File: src/rtl/switch_pkg.sv
// Shared definitions for the switch egress path: arbiter state encoding,
// default word width and a width helper.
package switch_pkg;

    localparam int unsigned DEF_W_WIDTH = 8;

    typedef enum logic [1:0] {
        ARB_IDLE = 2'd0,
        ARB_XFER = 2'd1,
        ARB_GAP  = 2'd2
    } arb_state_e;

    // Ceiling log2, never below 1 so it can size a vector directly.
    function automatic int unsigned clog2(input int unsigned value);
        int unsigned r;
        r = 0;
        while ((64'd1 << r) < 64'(value)) r++;
        return (r == 0) ? 1 : r;
    endfunction

endpackage

File: src/rtl/switch_rr_pick.sv
// Round-robin requester pick: rotate req so ptr sits at bit 0, find the first
// set bit, then add ptr back modulo N_PORTS.
module switch_rr_pick
    import switch_pkg::*;
#(
    parameter int unsigned N_PORTS = 4,
    parameter int unsigned PTR_W   = clog2(N_PORTS)
) (
    input  logic [N_PORTS-1:0] req,
    input  logic [PTR_W-1:0]   ptr,
    output logic [N_PORTS-1:0] pick,
    output logic [PTR_W-1:0]   pick_idx
);

    localparam logic [PTR_W:0]     N_WRAP = N_PORTS[PTR_W:0];
    localparam logic [N_PORTS-1:0] ONE    = 1;

    logic [N_PORTS-1:0] rotated;
    logic [PTR_W-1:0]   rot_idx;
    logic [PTR_W:0]     sum;
    logic               found;

    assign rotated = (req >> ptr) | (req << (N_PORTS - 32'(ptr)));

    always_comb begin
        found   = 1'b0;
        rot_idx = '0;
        for (int i = 0; i < N_PORTS; i++) begin
            if (!found && rotated[i]) begin
                found   = 1'b1;
                rot_idx = PTR_W'(i);
            end
        end
        sum = {1'b0, rot_idx} + {1'b0, ptr};
        if (sum >= N_WRAP) sum = sum - N_WRAP;
        pick_idx = sum[PTR_W-1:0];
        pick     = found ? (ONE << pick_idx) : '0;
    end

endmodule

File: src/rtl/switch_out_arbiter.sv
// Packet-granular round-robin arbiter sharing one egress bus between the
// per-port FWFT FIFOs, with a one-cycle inter-packet gap and stall timeout.
module switch_out_arbiter
    import switch_pkg::*;
#(
    parameter int unsigned N_PORTS   = 4,
    parameter int unsigned W_WIDTH   = DEF_W_WIDTH,
    parameter int unsigned STALL_MAX = 16
) (
    input  logic                         clk,
    input  logic                         rst_n,
    input  logic                         en,
    input  logic [N_PORTS-1:0]           req,
    input  logic [N_PORTS*W_WIDTH-1:0]   data_in,
    input  logic [N_PORTS-1:0]           eop_in,
    output logic [N_PORTS-1:0]           rd_en,
    output logic [N_PORTS-1:0]           gnt,
    output logic [W_WIDTH-1:0]           out_data,
    output logic                         out_valid,
    output logic                         out_last,
    input  logic                         out_ready,
    output logic                         abort,
    output logic                         busy
);

    localparam int unsigned        PTR_W      = clog2(N_PORTS);
    localparam int unsigned        CNT_W      = clog2(STALL_MAX + 1);
    localparam logic [CNT_W-1:0]   STALL_LAST = (STALL_MAX == 0) ? '0 : CNT_W'(STALL_MAX - 1);
    localparam logic [PTR_W-1:0]   LAST_PORT  = PTR_W'(N_PORTS - 1);

    arb_state_e         state_q, state_d;
    logic [N_PORTS-1:0] gnt_q, gnt_d;
    logic [PTR_W-1:0]   ptr_q, ptr_d;
    logic [CNT_W-1:0]   stall_q, stall_d;
    logic               abort_q, abort_d;

    logic [N_PORTS-1:0] pick;
    logic [PTR_W-1:0]   pick_idx;
    logic [W_WIDTH-1:0] mux_data;
    logic               mux_eop;
    logic               in_xfer;

    switch_rr_pick #(
        .N_PORTS (N_PORTS),
        .PTR_W   (PTR_W)
    ) u_pick (
        .req      (req),
        .ptr      (ptr_q),
        .pick     (pick),
        .pick_idx (pick_idx)
    );

    // gnt_q is one-hot or zero, so an OR-mux is enough.
    always_comb begin
        mux_data = '0;
        mux_eop  = 1'b0;
        for (int i = 0; i < N_PORTS; i++) begin
            if (gnt_q[i]) begin
                mux_data = mux_data | data_in[i*W_WIDTH +: W_WIDTH];
                mux_eop  = mux_eop | eop_in[i];
            end
        end
    end

    assign in_xfer   = (state_q == ARB_XFER);
    assign out_valid = in_xfer;
    assign out_data  = mux_data;
    assign out_last  = in_xfer & mux_eop;
    // Gated by rst_n so a reset edge mid-packet never pops the FIFO.
    assign rd_en     = (in_xfer && out_ready && rst_n) ? gnt_q : '0;
    assign gnt       = gnt_q;
    assign abort     = abort_q;
    assign busy      = (state_q != ARB_IDLE);

    always_comb begin
        state_d = state_q;
        gnt_d   = gnt_q;
        ptr_d   = ptr_q;
        stall_d = stall_q;
        abort_d = 1'b0;
        unique case (state_q)
            ARB_IDLE: begin
                if (en && (|req)) begin
                    state_d = ARB_XFER;
                    gnt_d   = pick;
                    ptr_d   = (pick_idx == LAST_PORT) ? '0 : pick_idx + 1'b1;
                end
            end
            ARB_XFER: begin
                if (out_ready) begin
                    stall_d = '0;
                    if (mux_eop) begin
                        state_d = ARB_GAP;
                        gnt_d   = '0;
                    end
                end else if (STALL_MAX != 0 && stall_q == STALL_LAST) begin
                    state_d = ARB_GAP;
                    gnt_d   = '0;
                    stall_d = '0;
                    abort_d = 1'b1;
                end else if (stall_q != '1) begin
                    stall_d = stall_q + 1'b1;
                end
            end
            ARB_GAP: begin
                state_d = ARB_IDLE;
                stall_d = '0;
            end
            default: begin
                state_d = ARB_IDLE;
                gnt_d   = '0;
                stall_d = '0;
            end
        endcase
    end

    always_ff @(posedge clk) begin
        if (!rst_n) begin
            state_q <= ARB_IDLE;
            gnt_q   <= '0;
            ptr_q   <= '0;
            stall_q <= '0;
            abort_q <= 1'b0;
        end else begin
            state_q <= state_d;
            gnt_q   <= gnt_d;
            ptr_q   <= ptr_d;
            stall_q <= stall_d;
            abort_q <= abort_d;
        end
    end

endmodule

File: config.mk
export PLATFORM = sky130hd
export DESIGN_NAME = switch_out_arbiter
export DESIGN_NICKNAME = d
export VERILOG_FILES = /design/src/rtl/switch_pkg.sv /design/src/rtl/switch_rr_pick.sv /design/src/rtl/switch_out_arbiter.sv
export SDC_FILE = /design/constraint.sdc
export NUM_CORES = 1
export LEC_CHECK = 0
export ABC_CLOCK_PERIOD_IN_PS = 7600
export BUFFER_PORTS_ARGS = -buffer_cell sky130_fd_sc_hd__buf_2
export CAP_MARGIN = 20
export CORE_ASPECT_RATIO = 1.1
export CORE_MARGIN = 3
export CORE_UTILIZATION = 48
export DETAILED_ROUTE_END_ITERATION = 10
export PLACE_DENSITY = 0.95
export SLEW_MARGIN = 25
export SYNTH_ARGS = -nofsm -noshare
export SYNTH_HDL_FRONTEND = slang
export SYNTH_SLANG_ARGS = --single-unit
File: constraint.sdc
create_clock -name clk -period 7.6 [get_ports clk]
set_clock_uncertainty 0.1 [all_clocks]
set_input_delay 0.76 -clock clk [delete_from_list [all_inputs] [get_ports clk]]
set_output_delay 0.76 -clock clk [all_outputs]
set_load 0.02 [all_outputs]
==> impl_metrics.yaml <==
synth:
  synthCells: 149
  ys_ff_latch: 14
  synth_nets: 200
  synthesis.area_mm2: 0.00122
  yosysTopAreaCell: "dfxtp_1"
  synth.avg_cell_area_um2: 8.20
  synthTopCellsByArea: "dfxtp_1, a22oi_1, ha_1"
  async_flop_share_pct: 0
  synth_top_cell_area_share_pct: 23.0
  ys_warn_count: 0
  ys.flop_type: "dfxtp_1"
  synth_edf_count: 0
  yosys.cell_types.count: 45
  yosysSeqAreaShare_pct: 23.0
  yosysMostFrequentCell: "a22oi_1"
  synth_common_cells: "a22oi_1, nand2_1, dfxtp_1"
pwr:
  leakage_nw: 0.800
  ir_worst_vdd_mv: 0.220
  power-per-cell-area_mw_per_mm2: 331
  p_total_mw: 0.514
sta:
  worst_slack_ns: 4.10
  final.period_utilization_pct: 46.0
  grt_setup_unrepaired: "no"
  tightest_slew_ns: 0.454
  fin_setup_tns_ns: 0
  setup_viol: 0
  slew_violations: 0
  hold_viol_final: 0
  whs_ns: 0.406
  fin_crit_ns: 3.50
  fmax_mhz: 286
  slew_headroom_pct: 69.4
grt:
  grt_pass1_vias: 1203
  grt.total_usage_pct: 20.6
  grt-ovfl-total: 0
  antenna_found_initial: 0
  grt_pass1_wl_um: 5070
  grt_start_max_net_pins: 14
drt:
  antenna_left: 0
  via_count: 1401
  dr_wl_met2_um: 1690
  route.met3.wl_um: 458
  drt_iter0_markers: 48
  wl_um: 3400
  wl_met1_um: 1220
  routed_via_density: 5.89
  top_layer_used: "met4"
  wl_per_cell_um: 14.3
  drcViolationCount: 0
  first_pass_iters: 4
worst_setup_path:
  cp_max_fo: 11
  critPathCaptureType: "register"
  worst_setup_path_start_kind: "register"
  r2r_slack_ns: 4.10
  crit_type: "reg2reg"
  r2r_end: "ptr_q[0]"
  r2r_cells: 14
  critPathLaunch: "ptr_q[0]"
  timing.rr.start: "ptr_q[0]"
  required_ns: 7.68
  crit_path_end: "ptr_q[0]"
  cp_data_arrival_time_ns: 3.58
finish:
  utilization_pct: 66.3
  stdcell_count: 238
  diodes: 0
  seq_area_um2: 280
  fin_nets: 260
  fill_cells: 209
  design_area_mm2: 0.00155
  syn_to_final_growth_pct: 27.2
  drive_gt1_share_pct: 36.1
  multi_input_area_um2: 853
placed_design:
  dp_hpwl_um: 2670
  pre_cts_slack_ns: 4.14
  placed_cell_area_mm2: 0.00152
  gp_congestion: 0.914
  dp_cells: 234
  portBuffers: 63
clock_tree:
  cts_made_buffers: 3
  clk_latency_ns: 0.28
  cts_resized: 0
  cts_root_buf: "clkbuf_4"
  post_cts_buffers: 0
  htreeDepth: 1
  cts_tree: "built"
  cts_num_sinks: 14
  cts_hold_buf: 0
  ctsLongestPathBuffers: 2
  path_clk_slew_ns: 0.09
run:
  max-cap-violations: 0
run_status:
  outcome: "finished, final reports clean"
floorplan:
  ios: 64
  initial_utilization_pct: 52.1
  fp.coreArea_mm2: 0.00234
  die-area_mm2: 0.00319
  fp.dieH_um: 58.9
  fp.dieW_um: 54.1
  core.rowCount: 18
min_path:
  hold_path.class: "reg2reg"
  hold_depth: 1
power by group:
group          switching (mW)  internal, mW
registers              0.0367        0.0862
logic                   0.193         0.144
clock network          0.0250        0.0292
total                   0.255         0.260
flip-flops by register name (all words and copies together), names as in the netlist:
signal   count
state_q      2
stall_q      5
abort        1
gnt          4
ptr_q        2
layout by cell type (no fill, tap or decap), drive strengths merged, types with 2 or more instances in the layout:
master	Yosys	routed
buf	6	63
a22oi	16	16
nand2	15	15
dfxtp	14	14
inv	8	8
nor2	8	8
ha	7	7
nor2b	6	6
a22o	6	6
and3	6	6
o21ai	6	6
nand2b	5	5
mux2i	5	5
a221oi	4	4
clkbuf	2	4
o22ai	3	3
nand3	3	3
xor2	3	3
and2	3	3
a21oi	3	3
xnor2	2	2
a31oi	2	2
nor3	2	2
critical path, cell delays in order (launching register included):
cell      delay (ns)
dfxtp_1         0.55
inv_1           0.18
ha_1            0.44
mux2i_1         0.28
nor3_1          0.07
a311oi_1        0.35
a222oi_1        0.15
o22ai_1         0.20
ha_1            0.18
xor2_1          0.24
xnor2_1         0.18
ha_1            0.21
nor2_1          0.06
mux2i_1         0.15
nor2b_1         0.06
kinds of logic after synthesis:
family / Yosys count / share of synthesized area (%)
and+or+nand+nor: 52 / 22.3
adders and majority gates: 7 / 7.17
AOI/OAI and AO/OA: 50 / 32.7
muxes: 5 / 4.10
DFF: 14 / 23.0
xor gates and xnor gates: 5 / 3.59
buffers and inverters: 16 / 7.17
cell type report:
type                            instances  share of cell area, %
Tap cell                               30                   2.42
Clock buffer                            4                   2.34
Multi-Input combinational cell        119                   55.0
Timing Repair Buffer                   63                   20.3
Sequential cell                        14                   18.0
Inverter                                8                   1.93
worst min path at each step:
| stage | start | end | slack (ns) |
|---|---|---|---|
| 5_1_grt | stall_q[3] | stall_q[3] | 0.43 |
| 3_5_place_dp | stall_q[3] | stall_q[3] | 0.38 |
| 4_1_cts | stall_q[3] | stall_q[3] | 0.40 |
| 6_report | stall_q[3] | stall_q[3] | 0.41 |
| 3_3_place_gp | stall_q[3] | stall_q[3] | 0.38 |
| 2_1_floorplan | stall_q[3] | stall_q[3] | 0.35 |
layer usage:
metal,global-route usage [%],up-vias
met3,4.81,5
met2,39.1,77
met1,23.0,638
met4,3.20,0
met5,0,-
li1,-,681
(Power assumes the default switching activity.)
